### src/rtl/icache_pkg.sv
// Shared definitions for the instruction-cache refill path (controller, refill engine, L1 arrays).
// Geometry localparams describe the default 64-set, 64-byte-line configuration.
package icache_pkg;

  localparam int S_DEF    = 64;
  localparam int B_DEF    = 64;
  localparam int WORDS    = B_DEF / 4;
  localparam int OFFSET_W = $clog2(B_DEF);
  localparam int INDEX_W  = $clog2(S_DEF);
  localparam int TAG_W    = 32 - INDEX_W - OFFSET_W;
  localparam int WORD_W   = $clog2(WORDS);

  typedef enum logic [2:0] {
    ST_IDLE  = 3'd0,
    ST_REQ   = 3'd1,
    ST_RECV  = 3'd2,
    ST_DRAIN = 3'd3,
    ST_DONE  = 3'd4
  } refill_state_t;

endpackage

### src/rtl/icache_refill_unit.sv
// L1 instruction-cache refill engine: one burst read per miss, beats streamed into the L1 arrays.
// A redirect aborts the fill but the remaining beats are always drained.
//
// state    | meaning
// ---------+-------------------------------------------------------------
// ST_IDLE  | waiting for an accepted miss
// ST_REQ   | burst request presented, waiting for mem_req_ready_i
// ST_RECV  | writing returned beats into L1
// ST_DRAIN | fill aborted, swallowing the remaining beats without writes
// ST_DONE  | one-cycle completion pulse
module icache_refill_unit
  import icache_pkg::*;
#(
  parameter int S = S_DEF,
  parameter int B = B_DEF
) (
  input  logic                               clk_i,
  input  logic                               reset_i,
  input  logic                               miss_f_i,
  input  logic                               rep_active_i,
  input  logic                               redirect_i,
  input  logic [31:0]                        pc_f_i,
  output logic                               mem_req_valid_o,
  input  logic                               mem_req_ready_i,
  output logic [31:0]                        mem_req_addr_o,
  input  logic                               mem_rsp_valid_i,
  input  logic [31:0]                        mem_rsp_data_i,
  output logic                               fill_we_o,
  output logic [$clog2(S)-1:0]               fill_set_o,
  output logic [$clog2(B/4)-1:0]             fill_word_o,
  output logic [31:0]                        fill_data_o,
  output logic [32-$clog2(S)-$clog2(B)-1:0]  fill_tag_o,
  output logic                               fill_done_o,
  output logic                               busy_o
);

  localparam int          N_WORDS = B / 4;
  localparam int          OFF_W   = $clog2(B);
  localparam int          IDX_W   = $clog2(S);
  localparam int          TG_W    = 32 - IDX_W - OFF_W;
  localparam int          CNT_W   = $clog2(N_WORDS);
  localparam logic [31:0] LINE_MASK = ~(32'(B) - 32'd1);

  refill_state_t      state_q, state_d;
  logic [CNT_W-1:0]   cnt_q, cnt_d;
  logic [31:0]        line_q, line_d;
  logic               last_beat;

  assign last_beat = (cnt_q == CNT_W'(N_WORDS - 1));

  always_ff @(posedge clk_i) begin
    if (reset_i) begin
      state_q <= ST_IDLE;
      cnt_q   <= '0;
      line_q  <= '0;
    end else begin
      state_q <= state_d;
      cnt_q   <= cnt_d;
      line_q  <= line_d;
    end
  end

  always_comb begin
    state_d         = state_q;
    cnt_d           = cnt_q;
    line_d          = line_q;
    mem_req_valid_o = 1'b0;
    fill_we_o       = 1'b0;
    fill_done_o     = 1'b0;

    case (state_q)
      ST_IDLE: begin
        if (miss_f_i && rep_active_i && !redirect_i) begin
          state_d = ST_REQ;
          line_d  = pc_f_i & LINE_MASK;
        end
      end

      ST_REQ: begin
        mem_req_valid_o = 1'b1;
        if (mem_req_ready_i) begin
          // The burst is committed once accepted, so a redirect here still has to drain it.
          cnt_d   = '0;
          state_d = redirect_i ? ST_DRAIN : ST_RECV;
        end else if (redirect_i) begin
          state_d = ST_IDLE;
        end
      end

      ST_RECV: begin
        if (mem_rsp_valid_i) begin
          cnt_d = last_beat ? '0 : cnt_q + CNT_W'(1);
          if (redirect_i) begin
            state_d = last_beat ? ST_IDLE : ST_DRAIN;
          end else begin
            fill_we_o = 1'b1;
            if (last_beat) state_d = ST_DONE;
          end
        end else if (redirect_i) begin
          state_d = ST_DRAIN;
        end
      end

      ST_DRAIN: begin
        if (mem_rsp_valid_i) begin
          cnt_d = last_beat ? '0 : cnt_q + CNT_W'(1);
          if (last_beat) state_d = ST_IDLE;
        end
      end

      ST_DONE: begin
        fill_done_o = 1'b1;
        state_d     = ST_IDLE;
      end

      default: state_d = ST_IDLE;
    endcase
  end

  assign busy_o         = (state_q != ST_IDLE);
  assign mem_req_addr_o = line_q;
  assign fill_set_o     = line_q[OFF_W +: IDX_W];
  assign fill_tag_o     = line_q[31 -: TG_W];
  assign fill_word_o    = cnt_q;
  assign fill_data_o    = fill_we_o ? mem_rsp_data_i : 32'd0;

endmodule
### config.mk
export PLATFORM = sky130hd
export DESIGN_NAME = icache_refill_unit
export DESIGN_NICKNAME = d
export VERILOG_FILES = /design/src/rtl/icache_pkg.sv /design/src/rtl/icache_refill_unit.sv
export SDC_FILE = /design/constraint.sdc
export NUM_CORES = 1
export LEC_CHECK = 0
export ABC_AREA = 1
export CORE_MARGIN = 5
export CORE_UTILIZATION = 46
export DETAILED_ROUTE_END_ITERATION = 7
export DONT_BUFFER_PORTS = 1
export GPL_TIMING_DRIVEN = 0
export SYNTH_ARGS = -nofsm -noshare
export SYNTH_HDL_FRONTEND = slang
export SYNTH_SLANG_ARGS = --single-unit
### constraint.sdc
create_clock -name clk_i -period 1.5 [get_ports clk_i]
set_input_delay 0 -clock clk_i [delete_from_list [all_inputs] [get_ports clk_i]]
set_output_delay 0 -clock clk_i [all_outputs]
set_load 0.005 [all_outputs]
# --- Yosys cells after proc, flatten, opt, wreduce, memory -nomap -nowiden ---
# Index checks and enable logic that the tools add are counted.
word_totals:
  regBits: 33
  wordCells: 49
op_classes:
  add_sub_neg: 1
  n_reduce_logical: 10
  mux: 22
  eq_ne: 13
ops:
  columns: ["operator", "n"]
  rows:
  - ["$mux 32", 1]
  - ["$mux 3", 9]
  - ["$mux 4", 3]
  - ["$pmux 3 s4", 1]
  - ["$ne 3x3->1 const B", 3]
  - ["$ne 2x2->1 const B", 4]
  - ["$pmux 4 s2", 1]
  - ["$eq 3x2->1 const B", 2]
  - ["$mux 1", 6]
  - ["$reduce_and 6->1", 1]
  - ["$add 4x1->4 const B", 1]
  - ["$eq 4x4->1 const B", 1]
  - ["$eq 3x1->1 const B", 1]
  - ["$eq 3x3->1 const B", 1]
  - ["$logic_not 3->1", 1]
  - ["$reduce_and 3->1", 1]
  - ["$reduce_bool 3->1", 1]
  - ["$logic_and 1x1->1", 2]
  - ["$mux 2", 1]
  - ["$ne 2x1->1 const B", 1]
  - ["$reduce_and 2->1", 1]
  - ["$reduce_bool 2->1", 1]
  - ["$reduce_or 2->1", 1]
  - ["$logic_not 1->1", 1]

# --- Depth between registers and ports, before layout ---
# Gate-level depths: netlist of run 1.
depth:
  depth_word: 5
  ltp_mapped: 9

# --- Worst setup path before layout of run 1 ---
# Ideal clock, no wire load.
synth_path:
  path_type: "reg-to-reg"
  from: "register cnt_q[0] (netlist: fill_word_o[0])"
  to: "register state_q[1]"
  arrival_ps: 1165
  path_slack_ps: 222
  required_ps: 1387
  path_stages_with_launch: 9
  path_cell_list: "dfxtp_1 > ha_1 > nand3_1 > nand3_1 > nand2_1 > nor2_1 > nand2_1 > nand2_1 > nor2_1"
synth_between:
  elab_chain_len: 5
  elab_cells_between_ends: 8
synth_rtl:
  columns: ["element", "line_no", "source"]
  rows:
  - ["start, declared", "icache_refill_unit.sv:45", "logic [CNT_W-1:0] cnt_q, cnt_d;"]
  - ["start signal, assigned", "icache_refill_unit.sv:58", "cnt_q <= cnt_d;"]
  - ["$eq 4x4->1 *", "icache_refill_unit.sv:49", "assign last_beat = (cnt_q == CNT_W'(N_WORDS - 1));"]
  - ["$mux 2", "icache_refill_unit.sv:94", "state_d = last_beat ? ST_IDLE : ST_DRAIN;"]
  - ["$mux 3", "icache_refill_unit.sv:93", "if (redirect_i) begin"]
  - ["$mux 3", "icache_refill_unit.sv:91", "if (mem_rsp_valid_i) begin"]
  - ["$pmux 3 s4", "icache_refill_unit.sv:71", "case (state_q)"]
  - ["end signal, assigned", "icache_refill_unit.sv:57", "state_q <= state_d;"]
  - ["end, declared", "icache_refill_unit.sv:44", "refill_state_t state_q, state_d;"]
# Every way passes the cells marked *; elsewhere a longest branch is shown, timed or not.
# A chain may end at the register's enable or synchronous reset.

# --- Worst setup path in the final report of run 1 ---
layout_path:
  from: "register state_q[0]"
  to: "output fill_data_o[7]"
layout_between:
  elab_chain_len: 3
layout_rtl:
  columns: ["element", "line_no", "source"]
  rows:
  - ["$eq 3x2->1", "icache_refill_unit.sv:71", null]
  - ["$mux 1", "icache_refill_unit.sv:71", null]
  - ["named net fill_we_o", "icache_refill_unit.sv:28", "output logic fill_we_o,"]
  - ["$mux 32", "icache_refill_unit.sv:125", "assign fill_data_o = fill_we_o ? mem_rsp_data_i : 32'd0;"]
  - ["end, declared", "icache_refill_unit.sv:31", "output logic [31:0] fill_data_o,"]
# The timed path passes the listed nets, and every way through them passes these cells.

==> flow_metrics.py, run 1 <==
metrics = {
    "sta": {
        "max_freq_mhz": 662,
        "fin_skew_ps": 5.42,
        "hold_viol": 0,
        "fin_setup_tns_ps": -17.1,
        "maxSlewViolCount": 0,
        "post-route-period-util": 1.01,
        "setup_viol": 2,
        "fin_crit_ps": 1510,
        "final.setup.worst_slack_ps": -10.3,
        "rsz0062_at_grt": "true",
    },
    "synth": {
        "synth.distinct_cells": 25,
        "synthAdderAreaFrac": 0.00644,
        "yosys.area_share.simple": 0.314,
        "avgSynthCellArea_sq_um": 6.50,
        "mappedNetlistArea_sq_um": 1940,
        "yosysWarnings": 0,
        "synthMuxAreaShare": 0,
        "synth_cells": 299,
        "synth_seq_area_share": 0.340,
        "synth_xor_area_frac": 0,
        "synth_compound_area_frac": 0.0862,
        "ys_ff_latch": 33,
        "synth_top_family_by_area": "simple AND/OR/NAND/NOR gates",
    },
    "power": {
        "powerDensity_nw_per_um2": 1140,
        "p_leak_uw": 0.00132,
        "irDropWorstVdd_mv": 0.867,
    },
    "job": {
        "cap_violations": 0,
    },
    "outcome": {
        "violations": "negative setup slack",
        "outcome": "complete, but fails checks",
    },
    "clock_network": {
        "insertion_delay_ps": 280,
        "cts_tree": "built",
        "cts_num_sinks": 33,
        "cts-htree-levels": 2,
        "numCtsBuffers": 5,
        "ctsLongestPathBuffers": 2,
        "cts_root_buffer": "clkbuf_8",
        "path_clk_slew_ps": 60,
    },
    "cells_and_area": {
        "antennaDiodeCount": 0,
        "area_delta_synth_final_pct": 32.8,
        "drive_gt1_frac": 0.296,
        "fill_cells": 378,
        "final_core_util": 0.636,
        "layout.nets": 416,
    },
    "drt": {
        "drc_errors": 0,
        "drtIter0Drc": 96,
        "avgViaCountPerCell": 4.76,
        "ant_nets": 0,
        "via_count": 1882,
        "routed_wl_mm": 5.38,
        "avgRoutedWirePerCell_um": 13.6,
        "dr.pass1.iters": 4,
    },
    "min_path": {
        "hold_start": "mem_rsp_valid_i",
        "hold_path_depth": 4,
        "hold_end": "state_q[2]",
        "min_path_type": "in -> reg",
    },
    "grt": {
        "grt_pass1_vias": 1641,
        "grt_usage": 0.177,
        "grt_remaining_overflow": 0,
        "antenna_found_initial": 0,
        "grt_first_pass_wirelength_mm": 7.59,
        "grt_max_degree": 11,
    },
    "die": {
        "die_h_um": 75.0,
        "ioPinCount": 169,
        "placementRows": 23,
        "die_w_um": 75.0,
        "die_area_sq_um": 5630,
        "core_area_sq_um": 4060,
        "initial_core_util": 0.479,
    },
    "placement": {
        "place_ws_ps": 5.24,
        "gp_congestion": 0.753,
        "dp_hpwl_mm": 3.98,
        "io_buffers": 0,
    },
    "critical_path": {
        "arrival_ps": 1510,
        "crit_buf_inv": 2,
        "crit_type": "reg -> out",
        "reg2reg_to": "mem_req_addr_o[8]",
        "crit_slowest_cell": "nor4_4",
        "cp.required_ps": 1500,
        "rrSetupSlack_ps": 70,
        "regToRegStartpoint": "state_q[0]",
        "crit_start": "state_q[0]",
        "path_max_fanout": 10,
        "crit_path_max_incr_delay_ps": 430,
        "reg2regPathDepth": 9,
        "worstSetupEndpointType": "output port",
        "crit_chain": "nor4_4 -> inv_2 -> buf_6 -> nor2_1",
        "startpoint_type": "flip-flop",
        "crit_family": "simple AND/OR/NAND/NOR gates",
    },
}
Yosys cell counts:
cell        n  area share
nor2_1    101        0.19
inv_1      38       0.073
dfxtp_1    33        0.34
buf_4      32        0.12
nand2_1    23       0.044
o21ai_1    20       0.051
nand3_1    10       0.026
o21ai_0     8       0.021
inv_2       6       0.012
a21oi_1     4       0.010
buf_2       3      0.0077
buf_6       3       0.017
nand2_2     3      0.0097
nor2_2      3      0.0097
clkbuf_1    2      0.0039
buf_1       1      0.0019
buf_8       1      0.0077
conb_1      1      0.0019
ha_1        1      0.0064
inv_6       1      0.0045
nor2_8      1       0.010
nor3_2      1      0.0051
nor4_4      1       0.011
o21bai_1    1      0.0039
or2_0       1      0.0032
worst min-delay path, cell delays in order:
cell	delay [ps]
inv_1	100
nor4_4	80
nand3_1	70
inv_1	30
layer usage:
layer,wire length [um],share of wire,GRT usage
met1,1900,0.35,0.186
met2,2800,0.52,0.324
met3,623,0.12,0.0668
met4,62,0.012,0.0593
met5,0,0,0
logic make-up after synthesis:
family                     count (synthesis)
AOI/OAI and AO/OA                         33
adders and majority gates                  1
buffers and inverters                     87
DFF                                       33
other                                      1
and+or+nand+nor                          144
flip-flops by register name, indices dropped and copies added, names as in the netlist:
register and count:
mem_req_addr_o 26, fill_word_o 4, state_q 3
final cells by class:
cell class | count | area [sq um] | area share
clock buffers | 7 | 86.3 | 0.0334
clock inverters | 1 | 30.0 | 0.0116
inverters | 45 | 174 | 0.0673
plain buffers | 42 | 334 | 0.129
multi-input cells | 184 | 903 | 0.350
well taps | 50 | 62.6 | 0.0242
flip-flops and latches | 33 | 674 | 0.261
repair buffers | 33 | 318 | 0.123
placed cells by master, fill, tap and decap left out:
cell type      count
nand2_2            3
or2_0              1
o21ai_0            8
buf_8              1
buf_6              6
clkbuf_1           3
nor4_4             1
clkbuf_8           6
nor2_4             3
dfxtp_2            2
buf_1              1
inv_2              6
dlygate4sd3_1     28
bufinv_16          1
conb_1             6
nand2_1           23
ha_1               1
inv_6              1
nor2_1            71
inv_1             38
nor3_2             1
nand3_1           10
nor2_2            30
o21bai_1           1
dfxtp_4            3
a21oi_1            4
nor2_8             1
dfxtp_1           28
o21ai_1           20
buf_4             37
power breakdown:
group / switching, uW / total [uW] / internal (uW) / leakage (uW)
clock: 318 / 859 / 541 / 0.0000585
sequential: 134 / 1140 / 1000 / 0.000272
combinational: 539 / 950 / 411 / 0.000992
repair_timing:
item                                   in CTS  in global routing
endpoints found under the hold margin      29                  0
hold buffers                               28                  0
setup endpoints to repair                  33                 54
pin swaps                                   0                  1
resized for setup                          27                 20
buffers inserted                            2                  3
worst max path at each step:
stage                              end  slack [ps]  depth (start not counted)
floorplan                   state_q[1]         220                          8
global placement    mem_req_addr_o[10]          10                          9
detailed placement  mem_req_addr_o[11]           5                          9
CTS                    fill_data_o[10]         -80                          6
global route            fill_data_o[4]         -90                          4
finish                  fill_data_o[7]         -10                          4
metrics by stage:
stage	area, sq um	hold WS (ps)	std cells	total power, uW
after floorplan	1960	30.3	304	1790
after global placement	2030	45.5	354	1930
after detailed placement	2030	46.9	354	1940
after CTS	2500	33.0	392	2900
after global routing	2580	38.7	395	3130
final	2580	41.2	395	2940
Note: power is estimated with default switching activity, not from simulation.
==> run 2: changes to the inputs <==
Settings changed: MAX_ROUTING_LAYER from default to met4.
==> run 2 against run 1 <==
The run still ends with negative setup slack left. Clock power about the same. Wire length barely moved. Global-route usage up 0.49 points. Worst setup slack about the same. Sequential power hardly changed. Sequential share of layout area unchanged. Power about the same. Fmax about the same.
==> flow_metrics.py, run 2 (synthesis results as in run 1) <==
metrics = {
    "power": {
        "p_leak_uw": 0.00132,
        "power_switching_uw": 991,
        "irDropWorstVdd_mv": 0.867,
        "powerDensity_nw_per_um2": 1140,
        "swShare": 0.337,
        "seqPwrFrac": 0.386,
        "total_power_uw": 2940,
        "clkPwrFrac": 0.292,
        "pwr-share-comb": 0.323,
        "internal_power_uw": 1950,
    },
    "cells_and_area": {
        "largest_register_ffs": 26,
        "layout.nets": 416,
        "antennaDiodeCount": 0,
        "layout_common_cells": "nor2_1, inv_1, buf_4, nor2_2",
        "drive_gt1_frac": 0.296,
        "final_common_cell": "nor2_1",
        "final_cell_area_sq_um": 2580,
        "final_cells": 395,
        "area_delta_synth_final_pct": 32.8,
    },
    "sta": {
        "rsz0062_at_grt": "true",
        "fin_crit_ps": 1510,
        "hold_viol": 0,
        "setup_viol": 2,
        "maxSlewViolCount": 0,
        "final.setup.worst_slack_ps": -10.4,
        "whs_ps": 41.1,
        "max_freq_mhz": 662,
        "post-route-period-util": 1.01,
        "fin_skew_ps": 5.20,
    },
    "die": {
        "ioPinCount": 169,
        "core_area_sq_um": 4060,
        "die_area_sq_um": 5630,
        "die_w_um": 75.0,
        "initial_core_util": 0.479,
        "die_h_um": 75.0,
        "placementRows": 23,
    },
    "drt": {
        "routed_wl_mm": 5.38,
        "avgViaCountPerCell": 4.76,
        "drtIter0Drc": 94,
        "dr.pass1.iters": 4,
        "avgRoutedWirePerCell_um": 13.6,
        "drc_errors": 0,
        "ant_nets": 0,
        "via_count": 1881,
    },
    "grt": {
        "grt_remaining_overflow": 0,
        "grt_usage": 0.182,
        "antenna_found_initial": 0,
        "grt_pass1_vias": 1645,
        "grt_first_pass_wirelength_mm": 7.57,
        "grt_max_degree": 11,
    },
    "placement": {
        "place_ws_ps": 5.24,
        "gp_congestion": 0.763,
        "place_area_sq_um": 2030,
        "io_buffers": 0,
        "dp.cells": 354,
        "dp_hpwl_mm": 3.98,
    },
    "critical_path": {
        "cp.required_ps": 1500,
        "crit_type": "reg -> out",
        "worstSetupEndpointType": "output port",
        "rrSetupSlack_ps": 70,
        "path_max_fanout": 10,
        "startpoint_type": "flip-flop",
        "arrival_ps": 1510,
    },
    "clock_network": {
        "cts_tree": "built",
        "cts-htree-levels": 2,
        "path_clk_slew_ps": 60,
        "insertion_delay_ps": 280,
        "numCtsBuffers": 5,
        "ctsLongestPathBuffers": 2,
        "cts_num_sinks": 33,
        "cts_root_buffer": "clkbuf_8",
    },
    "min_path": {
        "min_path_type": "in -> reg",
    },
    "job": {
        "cap_violations": 0,
    },
    "outcome": {
        "outcome": "complete, but fails checks",
        "violations": "negative setup slack",
    },
}
run 2: cell counts in the layout (fill, tap and decap cells not counted):
Identical to the previous run, type by type.
run 2: layout make-up:
| type | count | area (sq um) |
|---|---|---|
| inverter | 45 | 174 |
| fill | 378 | 1480 |
| tap | 50 | 62.6 |
| multi-input combinational | 184 | 903 |
| clock buffer | 7 | 86.3 |
| clock inverter | 1 | 30.0 |
| buffer | 42 | 334 |
| sequential | 33 | 674 |
| timing repair buffer | 33 | 318 |
run 2: path summary, 6_finish.rpt:
check,start,to,cells after the start
worst max-delay path,state_q[0],fill_data_o[7],4
worst max register to register,state_q[0],mem_req_addr_o[8],9
worst min-delay path,mem_rsp_valid_i,state_q[2],4
worst min register to register,fill_word_o[1],fill_word_o[1],2
run 2: metal layers:
metal,part of all wire,track usage,vias up
met2,0.52,0.322,109
met3,0.11,0.0614,6
li1,-,-,946
met4,0.012,0.0632,0
met5,0,-,-
met1,0.36,0.188,820
run 2: critical path, cell delays in order, from the launching register on:
cell and delay, ps:
dfxtp_4 370, nor4_4 430, inv_2 130, buf_6 170, nor2_1 130
run 2: timing repair:
| action | 4_1_cts | 5_1_grt |
|---|---|---|
| endpoints found under the hold margin | 29 | 0 |
| pin swaps | 0 | 1 |
| setup endpoints to repair | 33 | 54 |
| resized for setup | 27 | 20 |
| hold buffers | 28 | 0 |
| setup buffers | 2 | 3 |
run 2: power groups by stage:
stage               Combinational (uW)  Sequential (uW)  Clock [uW]
global route                      1060             1150         914
CTS                                882             1130         884
global placement                   789             1140           0
floorplan                          677             1110           0
detailed placement                 795             1150           0
finish                             950             1140         859
run 2: through the flow:
stage	TNS [ps]	utilization
2_1_floorplan	0	-
3_3_place_gp	0	0.499
3_5_place_dp	0	0.499
4_1_cts	-1410	0.617
5_1_grt	-2510	0.636
6_report	-17.3	0.636
